## config.mk

```make
export PLATFORM = sky130hd
export DESIGN_NAME = viterbi_input_fifo
export DESIGN_NICKNAME = d
export VERILOG_FILES = /design/src/rtl/viterbi_input_fifo.sv
export SDC_FILE = /design/constraint.sdc
export NUM_CORES = 1
export LEC_CHECK = 0
export CORE_ASPECT_RATIO = 0.6
export CORE_MARGIN = 2
export CORE_UTILIZATION = 28
export CTS_CLUSTER_SIZE = 24
export DETAILED_ROUTE_END_ITERATION = 16
export PLACE_DENSITY_LB_ADDON = 0.2
export SLEW_MARGIN = 0
export SYNTH_ARGS = -nofsm -noshare
export SYNTH_HDL_FRONTEND = slang
export SYNTH_SLANG_ARGS = --single-unit
```

## constraint.sdc

```tcl
create_clock -name clk -period 7.2 [get_ports clk]
set_clock_uncertainty 0.1 [all_clocks]
set_input_delay 0.72 -clock clk [delete_from_list [all_inputs] [get_ports clk]]
set_output_delay 0.72 -clock clk [all_outputs]
set_load 0.1 [all_outputs]
```

## src/rtl/viterbi_input_fifo.sv

```systemverilog
// Input staging buffer for the Viterbi decoder: a DEPTH-entry circular FIFO of
// code-symbol frames feeding a single decode slot that advances on refresh.
module viterbi_input_fifo #(
  parameter int N_PAIRS = 8,
  parameter int PAIR_W  = 2,
  parameter int DEPTH   = 4
) (
  input  logic                              clk,
  input  logic                              rst,
  input  logic                              in_valid,
  input  logic [N_PAIRS*PAIR_W-1:0]         in_data,
  output logic                              in_ready,
  input  logic                              refresh,
  input  logic                              flush,
  output logic [N_PAIRS*PAIR_W-1:0]         sym_out,
  output logic                              frame_valid,
  output logic [$clog2(DEPTH+1)-1:0]        level,
  output logic                              overflow
);

  localparam int DATA_W = N_PAIRS * PAIR_W;
  localparam int LVL_W  = $clog2(DEPTH + 1);
  localparam int PTR_W  = (DEPTH > 1) ? $clog2(DEPTH) : 1;

  logic [DATA_W-1:0] mem [DEPTH];
  logic [PTR_W-1:0]  wr_ptr;
  logic [PTR_W-1:0]  rd_ptr;

  logic              wr;
  logic              slot_open;
  logic              fifo_empty;
  logic              pop;
  logic              bypass;
  logic              fifo_wr;
  logic [LVL_W-1:0]  level_next;

  // in_ready deliberately ignores a same-cycle pop to keep it off the refresh path.
  assign in_ready   = (level != LVL_W'(DEPTH));
  assign wr         = in_valid && in_ready;
  assign slot_open  = !frame_valid || refresh;
  assign fifo_empty = (level == '0);
  assign pop        = slot_open && !fifo_empty;
  assign bypass     = slot_open && fifo_empty && wr;
  assign fifo_wr    = wr && !bypass;

  always_comb begin
    level_next = level;
    case ({fifo_wr, pop})
      2'b10:   level_next = level + LVL_W'(1);
      2'b01:   level_next = level - LVL_W'(1);
      default: level_next = level;
    endcase
  end

  always_ff @(posedge clk) begin
    if (fifo_wr && !flush) begin
      mem[wr_ptr] <= in_data;
    end
  end

  always_ff @(posedge clk or posedge rst) begin
    if (rst) begin
      wr_ptr      <= '0;
      rd_ptr      <= '0;
      level       <= '0;
      sym_out     <= '0;
      frame_valid <= 1'b0;
      overflow    <= 1'b0;
    end else if (flush) begin
      wr_ptr      <= '0;
      rd_ptr      <= '0;
      level       <= '0;
      sym_out     <= '0;
      frame_valid <= 1'b0;
      overflow    <= 1'b0;
    end else begin
      level <= level_next;
      if (fifo_wr) begin
        wr_ptr <= wr_ptr + PTR_W'(1);
      end
      if (in_valid && !in_ready) begin
        overflow <= 1'b1;
      end
      if (slot_open) begin
        if (pop) begin
          sym_out     <= mem[rd_ptr];
          rd_ptr      <= rd_ptr + PTR_W'(1);
          frame_valid <= 1'b1;
        end else if (bypass) begin
          sym_out     <= in_data;
          frame_valid <= 1'b1;
        end else begin
          frame_valid <= 1'b0;
        end
      end
    end
  end

endmodule

```

==> flow_metrics.tcl, run 1 <==
set metrics [dict create \
    critPathRequiredTime_ns 7.34 \
    initialDrtViolationCount 122 \
    switching_power_uw 756.7 \
    first_global_vias 2137 \
    grt_first_pass_wirelength_mm 12.69 \
    synth.largest_area_cell "edfxtp_1" \
    synth.area.top_cells "edfxtp_1, dfrtp_1, mux4_2" \
    internal_reg_to_reg_setup_slack_ns 4.11 \
    finalSetupViolations 0 \
    n_antenna_cell 0 \
    timing.critical_path.arrival_ns 3.66 \
    layout-area-overhead-vs-synth_pct 23.21 \
    std_cell_rows 32 \
    cts_htree_levels 3 \
    finish.net_count 305 \
    resize_count_post_cts 0 \
    power.internal_mw 1.087 \
    relSlewSlack_pct 34.41 \
    power.clock.fraction_pct 24.6 \
    path_class "in -> reg" \
    ff2ff_path_depth 7 \
    min-delay-start "overflow" \
    grt_antenna_before_repair 0 \
    maximum_count_of_clock_buffers_along_a_single_path 2 \
    postSynthAreaPerCell_um2 15.60 \
    distinct_cell_type_count_of_the_synthesized_netlist 33 \
    chipWidth_um 152.1 \
    min_delay_path_depth 2 \
    run_status "finished, final reports clean" \
    number_of_sinks_handled_by_clock_tree_synthesis 89 \
    synth_top_area_share_pct 52.19 \
    drt-total-wl_mm 7.949 \
    hold_class "reg -> reg" \
    number_of_standard_cells_after_synthesis 236 \
    synthesis.nets 262 \
    yosysWarningCount 0 \
    power.switching_fraction_pct 41.04 \
    port-buffer-count 42 \
    cts.root.buffer_cell "clkbuf_16" \
    first_pass_iters 6 \
    maxCapViolations 0 \
    drcViolationCount 0 \
    synth_sequential_area_ratio_pct 69.18 \
    clkLatencyLatePin_ns 0.34 \
    synth_area_um2 3682 \
    worst_slew_pin_slew_ns 0.9808 \
    power-per-cell-area_nw_per_um2 406.4 \
    grt_max_degree 27 \
    worstReg2RegEnd "level[2]" \
    largest_voltage_drop_on_the_vdd_net_mv 0.1438 \
    worstPathMaxFanout 17 \
    clock_tree_from_tritoncts "done" \
    final_layout_size_suffix_gt1_share_pct 13.07 \
    layout.core_utilization_pct 35.30 \
    globalRouteOverflowTotal 0 \
    setup_tns_ns 0 \
    hpwl_mm 4.817 \
    maxSlewViolCount 0 \
    clk_transition_reported_paths_ns 0.06 \
    cts-hold-fix-buffers 0 \
    postRouteAntennaNets 0 \
    worstReg2RegStart "frame_valid" \
    die_h_um 92.83 \
    cp-end-kind "flop" \
    num_io_pins 43 \
    power_frac_comb_pct 39.2 \
    fp.dieArea_um2 14110 \
    track_usage_pct 12.08 \
    final_hold_vio_count 0 \
    max_freq_ghz 0.2835 \
    leak_pwr_nw 1.589 \
    ys_ff_latch 89 \
    rsz0062_at_grt "false" \
    cts-buffers-inserted 9 \
    critical_path.startpoint_type "input pin" \
    final_worst_path_period_share_pct 48.99 \
    vias_per_cell 4.647 \
    period_minus_slack_ns 3.528 \
    postCtsSetupRepairBufs 0 \
    initial_core_util_pct 28.65 \
    place_congestion 0.7337 \
    routed_wire_length_per_instance_um 17.55 \
    num_vias 2105 \
    min_delay_worst_endpoint "overflow" \
    sequentialPowerShare_pct 36.2 \
    core_area_um2 12850 \
]
## power groups by stage
stage | combinational (mW) | sequential [mW] | clock, mW
after floorplan | 0.282 | 0.960 | 0
after global placement | 0.725 | 0.680 | 0
after detailed placement | 0.730 | 0.679 | 0
after CTS | 0.731 | 0.670 | 0.466
after global routing | 0.767 | 0.679 | 0.486
final | 0.723 | 0.667 | 0.453
## per-layer routing
| layer | vias to the layer above | GRT usage (%) | share of wire, % | wire length, um |
|---|---|---|---|---|
| met2 | 59 | 17.34 | 43 | 3406 |
| met4 | 0 | 3.115 | 0.94 | 75 |
| met1 | 1065 | 17.44 | 50 | 4006 |
| met3 | 8 | 4.118 | 5.8 | 461 |
| met5 | - | 0 | 0 | 0 |
| li1 | 973 | - | - | - |
## critical path, stage by stage
cell and delay [ns]:
clkdlybuf4s50_1 0.43, nor2b_1 0.54, nand2b_1 0.80, nor2_1 0.15, fa_1 0.46, and3_1 0.18, o21a_1 0.16, nor4_1 0.22
## area by class of cell
| cell class | instances | area [um^2] |
|---|---|---|
| fillers | 1242 | 8315 |
| flip-flops and latches | 89 | 2547 |
| multi-input cells | 128 | 1022 |
| repair buffers | 46 | 450.4 |
| clock buffers | 10 | 229.0 |
| well taps | 170 | 212.7 |
| clock inverters | 5 | 56.30 |
| inverters | 5 | 18.77 |
## synthesized netlist by cell type
| cell | n |
|---|---|
| a21oi_1 | 1 |
| a21oi_2 | 1 |
| a311oi_1 | 15 |
| a311oi_2 | 1 |
| and2_1 | 4 |
| and3_1 | 2 |
| buf_2 | 6 |
| buf_4 | 2 |
| buf_6 | 2 |
| buf_8 | 1 |
| clkbuf_1 | 3 |
| dfrtp_1 | 25 |
| edfxtp_1 | 64 |
| fa_1 | 1 |
| ha_1 | 4 |
| inv_1 | 5 |
| mux2i_1 | 2 |
| mux4_2 | 16 |
| nand2_1 | 32 |
| nand2b_1 | 1 |
| nand3b_1 | 1 |
| nor2_1 | 26 |
| nor2_2 | 1 |
| nor2b_1 | 1 |
| nor3_1 | 5 |
| nor3b_1 | 3 |
| nor4_1 | 1 |
| o21a_1 | 2 |
| o21ai_0 | 1 |
| o32ai_1 | 1 |
| or2_2 | 1 |
| or3_1 | 1 |
| xnor2_1 | 4 |
## cell families after synthesis
logic type / share of synthesized area, %
buffers and inverters: 3.058
adder cells (fa/ha/maj): 1.903
multiplexers: 10.33
AO/OA/AOI/OAI: 5.131
AND/OR/NAND/NOR: 9.447
flip-flops: 69.18
XOR/XNOR: 0.9513
## state kept, by name, summed over array words and instances, names as in the netlist
signal	flops
sym_out	16
frame_valid	1
mem	64
wr_ptr	2
overflow	1
rd_ptr	2
level	3
## cell usage in the layout (no fill, tap or decap), drive strengths merged, types with 2 or more instances in the layout
cell            n
a311oi         16
nor3            5
and2            4
o21a            2
mux4           16
and3            2
edfxtp         64
clkinv          3
ha              4
xnor2           4
clkbuf         10
a21oi           2
inv             6
nor3b           3
mux2i           2
buf             4
clkdlybuf4s50  42
nor2           27
nand2          32
dfrtp          25
## worst max-delay path by stage
stage               endpoint        start  depth (start not counted)  slack [ns]
floorplan           level[2]  frame_valid                         10        4.39
global placement    level[2]      refresh                          8        3.44
detailed placement  level[2]      refresh                          8        3.36
CTS                 level[2]      refresh                          8        3.71
global route        level[2]      refresh                          8        3.47
finish              level[2]      refresh                          8        3.67
## per-stage QoR
step / std cells / area [um^2] / power, mW / worst slack [ns] / hold slack [ns]
after floorplan: 236 / 3682 / 1.242 / 4.388 / 0.4420
after global placement: 438 / 4252 / 1.405 / 3.444 / 0.3927
after detailed placement: 438 / 4252 / 1.409 / 3.359 / 0.3919
after CTS: 453 / 4537 / 1.867 / 3.711 / 0.4064
after global routing: 453 / 4537 / 1.932 / 3.465 / 0.4500
final: 453 / 4537 / 1.844 / 3.672 / 0.4000
No activity file was read; power rests on OpenSTA's default activity.
==> run 2: changes to the inputs <==
==> constraint.sdc (replaced) <==
create_clock -name clk -period 3.5 [get_ports clk]
set_clock_uncertainty 0.1 [all_clocks]
set_input_delay 0.35 -clock clk [delete_from_list [all_inputs] [get_ports clk]]
set_output_delay 0.35 -clock clk [all_outputs]
set_load 0.1 [all_outputs]
==> flow_metrics.tcl, run 2 (synthesis gave the netlist of run 1 again) <==
set metrics [dict create \
    ff2ff_path_depth 5 \
    cts.root.buffer_cell "clkbuf_16" \
    run_status "finished, final reports clean" \
    max_freq_ghz 0.3727 \
    path_class "reg -> out" \
    critical_path.startpoint_type "flop" \
    worstReg2RegStart "level[0]" \
    final.hold.worst_slack_ns 0.3072 \
    finalInstanceArea_um2 4581 \
    drt-total-wl_mm 8.138 \
    drcViolationCount 0 \
    setup_tns_ns 0 \
    rsz0062_at_grt "false" \
    routed_wire_length_per_instance_um 17.61 \
    initial_core_util_pct 28.65 \
    fill_cells 1223 \
    clkLatencyLatePin_ns 0.33 \
    met3RoutedLength_um 439 \
    postRouteAntennaNets 0 \
    num_io_pins 43 \
    top_library_cells_by_usage_in_the_layout_fill_and_taps_aside "edfxtp_1, clkdlybuf4s50_1, nand2_1, nor2_1, dfrtp_1" \
    cts-buffers-inserted 9 \
    detailed_place.area_um2 4324 \
    worstPathMaxFanout 8 \
    maxCapViolations 0 \
    area.sequential_um2 2547 \
    final_common_cell "edfxtp_1" \
    grt_first_pass_wirelength_mm 13.10 \
    largest_register "mem" \
    route.layer.met1.wl_mm 4.140 \
    routed.top_layer "met4" \
    globalRouteOverflowTotal 0 \
    period_minus_slack_ns 2.683 \
    first_pass_iters 4 \
    fp.dieArea_um2 14110 \
    final_worst_path_period_share_pct 76.66 \
    hpwl_mm 5.200 \
    core_area_um2 12850 \
    std_cell_rows 32 \
    first_global_vias 2180 \
    worst_slew_pin_slew_ns 0.9744 \
    leak_pwr_nw 1.614 \
    total_area_of_multi_input_combinational_cells_um2 1022 \
    vias_per_cell 4.615 \
    maximum_count_of_clock_buffers_along_a_single_path 2 \
    cp-end-kind "primary output" \
    n_antenna_cell 0 \
    internal_reg_to_reg_setup_slack_ns 1.08 \
    grt_max_degree 26 \
    num_vias 2132 \
    layout-area-overhead-vs-synth_pct 24.40 \
    resize_count_post_cts 0 \
    flip_flop_count_of_the_largest_register_all_copies_and_words_added 64 \
    track_usage_pct 12.56 \
    top_regs "mem: 64 flops, sym_out: 16 flops, level: 3 flops" \
    critPathRequiredTime_ns 3.05 \
    port-buffer-count 42 \
    hold_class "in -> async" \
    final_layout_size_suffix_gt1_share_pct 14.73 \
    chipWidth_um 152.1 \
    relSlewSlack_pct 34.84 \
    clock_tree_from_tritoncts "done" \
    final_hold_vio_count 0 \
    die_h_um 92.83 \
    worstReg2RegEnd "mem[1][5]" \
    grt_antenna_before_repair 0 \
    timing.critical_path.arrival_ns 2.23 \
    number_of_sinks_handled_by_clock_tree_synthesis 89 \
    finish.net_count 313 \
    maxSlewViolCount 0 \
    initialDrtViolationCount 168 \
    largest_voltage_drop_on_the_vdd_net_mv 0.3483 \
    postCtsSetupRepairBufs 0 \
    met2WireLength_mm 3.450 \
    finalSetupViolations 0 \
    power-per-cell-area_nw_per_um2 816.1 \
    clk_transition_reported_paths_ns 0.06 \
    cts-hold-fix-buffers 0 \
    cts_htree_levels 3 \
    place_congestion 0.7351 \
]
[run 2: cell types whose count changed in the layout (fill, tap and decap cells not counted), sizes merged]
cell and change:
clkinvlp +1, bufinv -1, inv -1, buf +8
clkbuf +2
[run 2: through the flow]
step	cells	utilization [%]	power, mW	setup WS, ns
after floorplan	236	-	2.554	0.6882
after global placement	446	33.64	2.931	0.8902
after detailed placement	446	33.64	2.934	0.8343
after CTS	462	35.64	3.794	0.7628
after global routing	462	35.64	3.948	0.6042
final	462	35.64	3.738	0.8169
[run 2: metal layers]
metal | vias up | track usage, %
met1 | 1079 | 18.06
li1 | 987 | -
met5 | - | 0
met2 | 55 | 17.64
met3 | 11 | 4.445
met4 | 0 | 3.894
[run 2: power by group]
| group | internal [mW] | leakage [nW] | total [mW] | switching (mW) |
|---|---|---|---|---|
| Combinational | 0.450 | 0.586 | 1.54 | 1.09 |
| Sequential | 1.26 | 0.906 | 1.36 | 0.0933 |
| Clock | 0.475 | 0.122 | 0.845 | 0.370 |
[run 2: how the worst max path moves through the flow]
stage | startpoint | to | slack [ns] | depth (start not counted)
after floorplan | frame_valid | level[2] | 0.69 | 10
after global placement | refresh | mem[1][3] | 0.89 | 6
after detailed placement | in_valid | mem[1][7] | 0.83 | 5
after CTS | level[0] | in_ready | 0.76 | 3
after global routing | level[0] | in_ready | 0.60 | 3
final | level[0] | in_ready | 0.82 | 3
[run 2: cell type report]
class | instances | share of cell area, %
sequential | 89 | 55.61
multi-input combinational | 128 | 22.32
timing repair buffer | 54 | 11.42
clock buffer | 12 | 5.163
tap | 170 | 4.644
clock inverter | 4 | 0.4370
inverter | 5 | 0.4097
[run 2: worst max-delay path, cell delays in order (launching register included)]
cell and delay [ns]:
dfrtp_1 0.47, nor3b_1 0.38, inv_1 0.07, clkdlybuf4s50_1 0.97
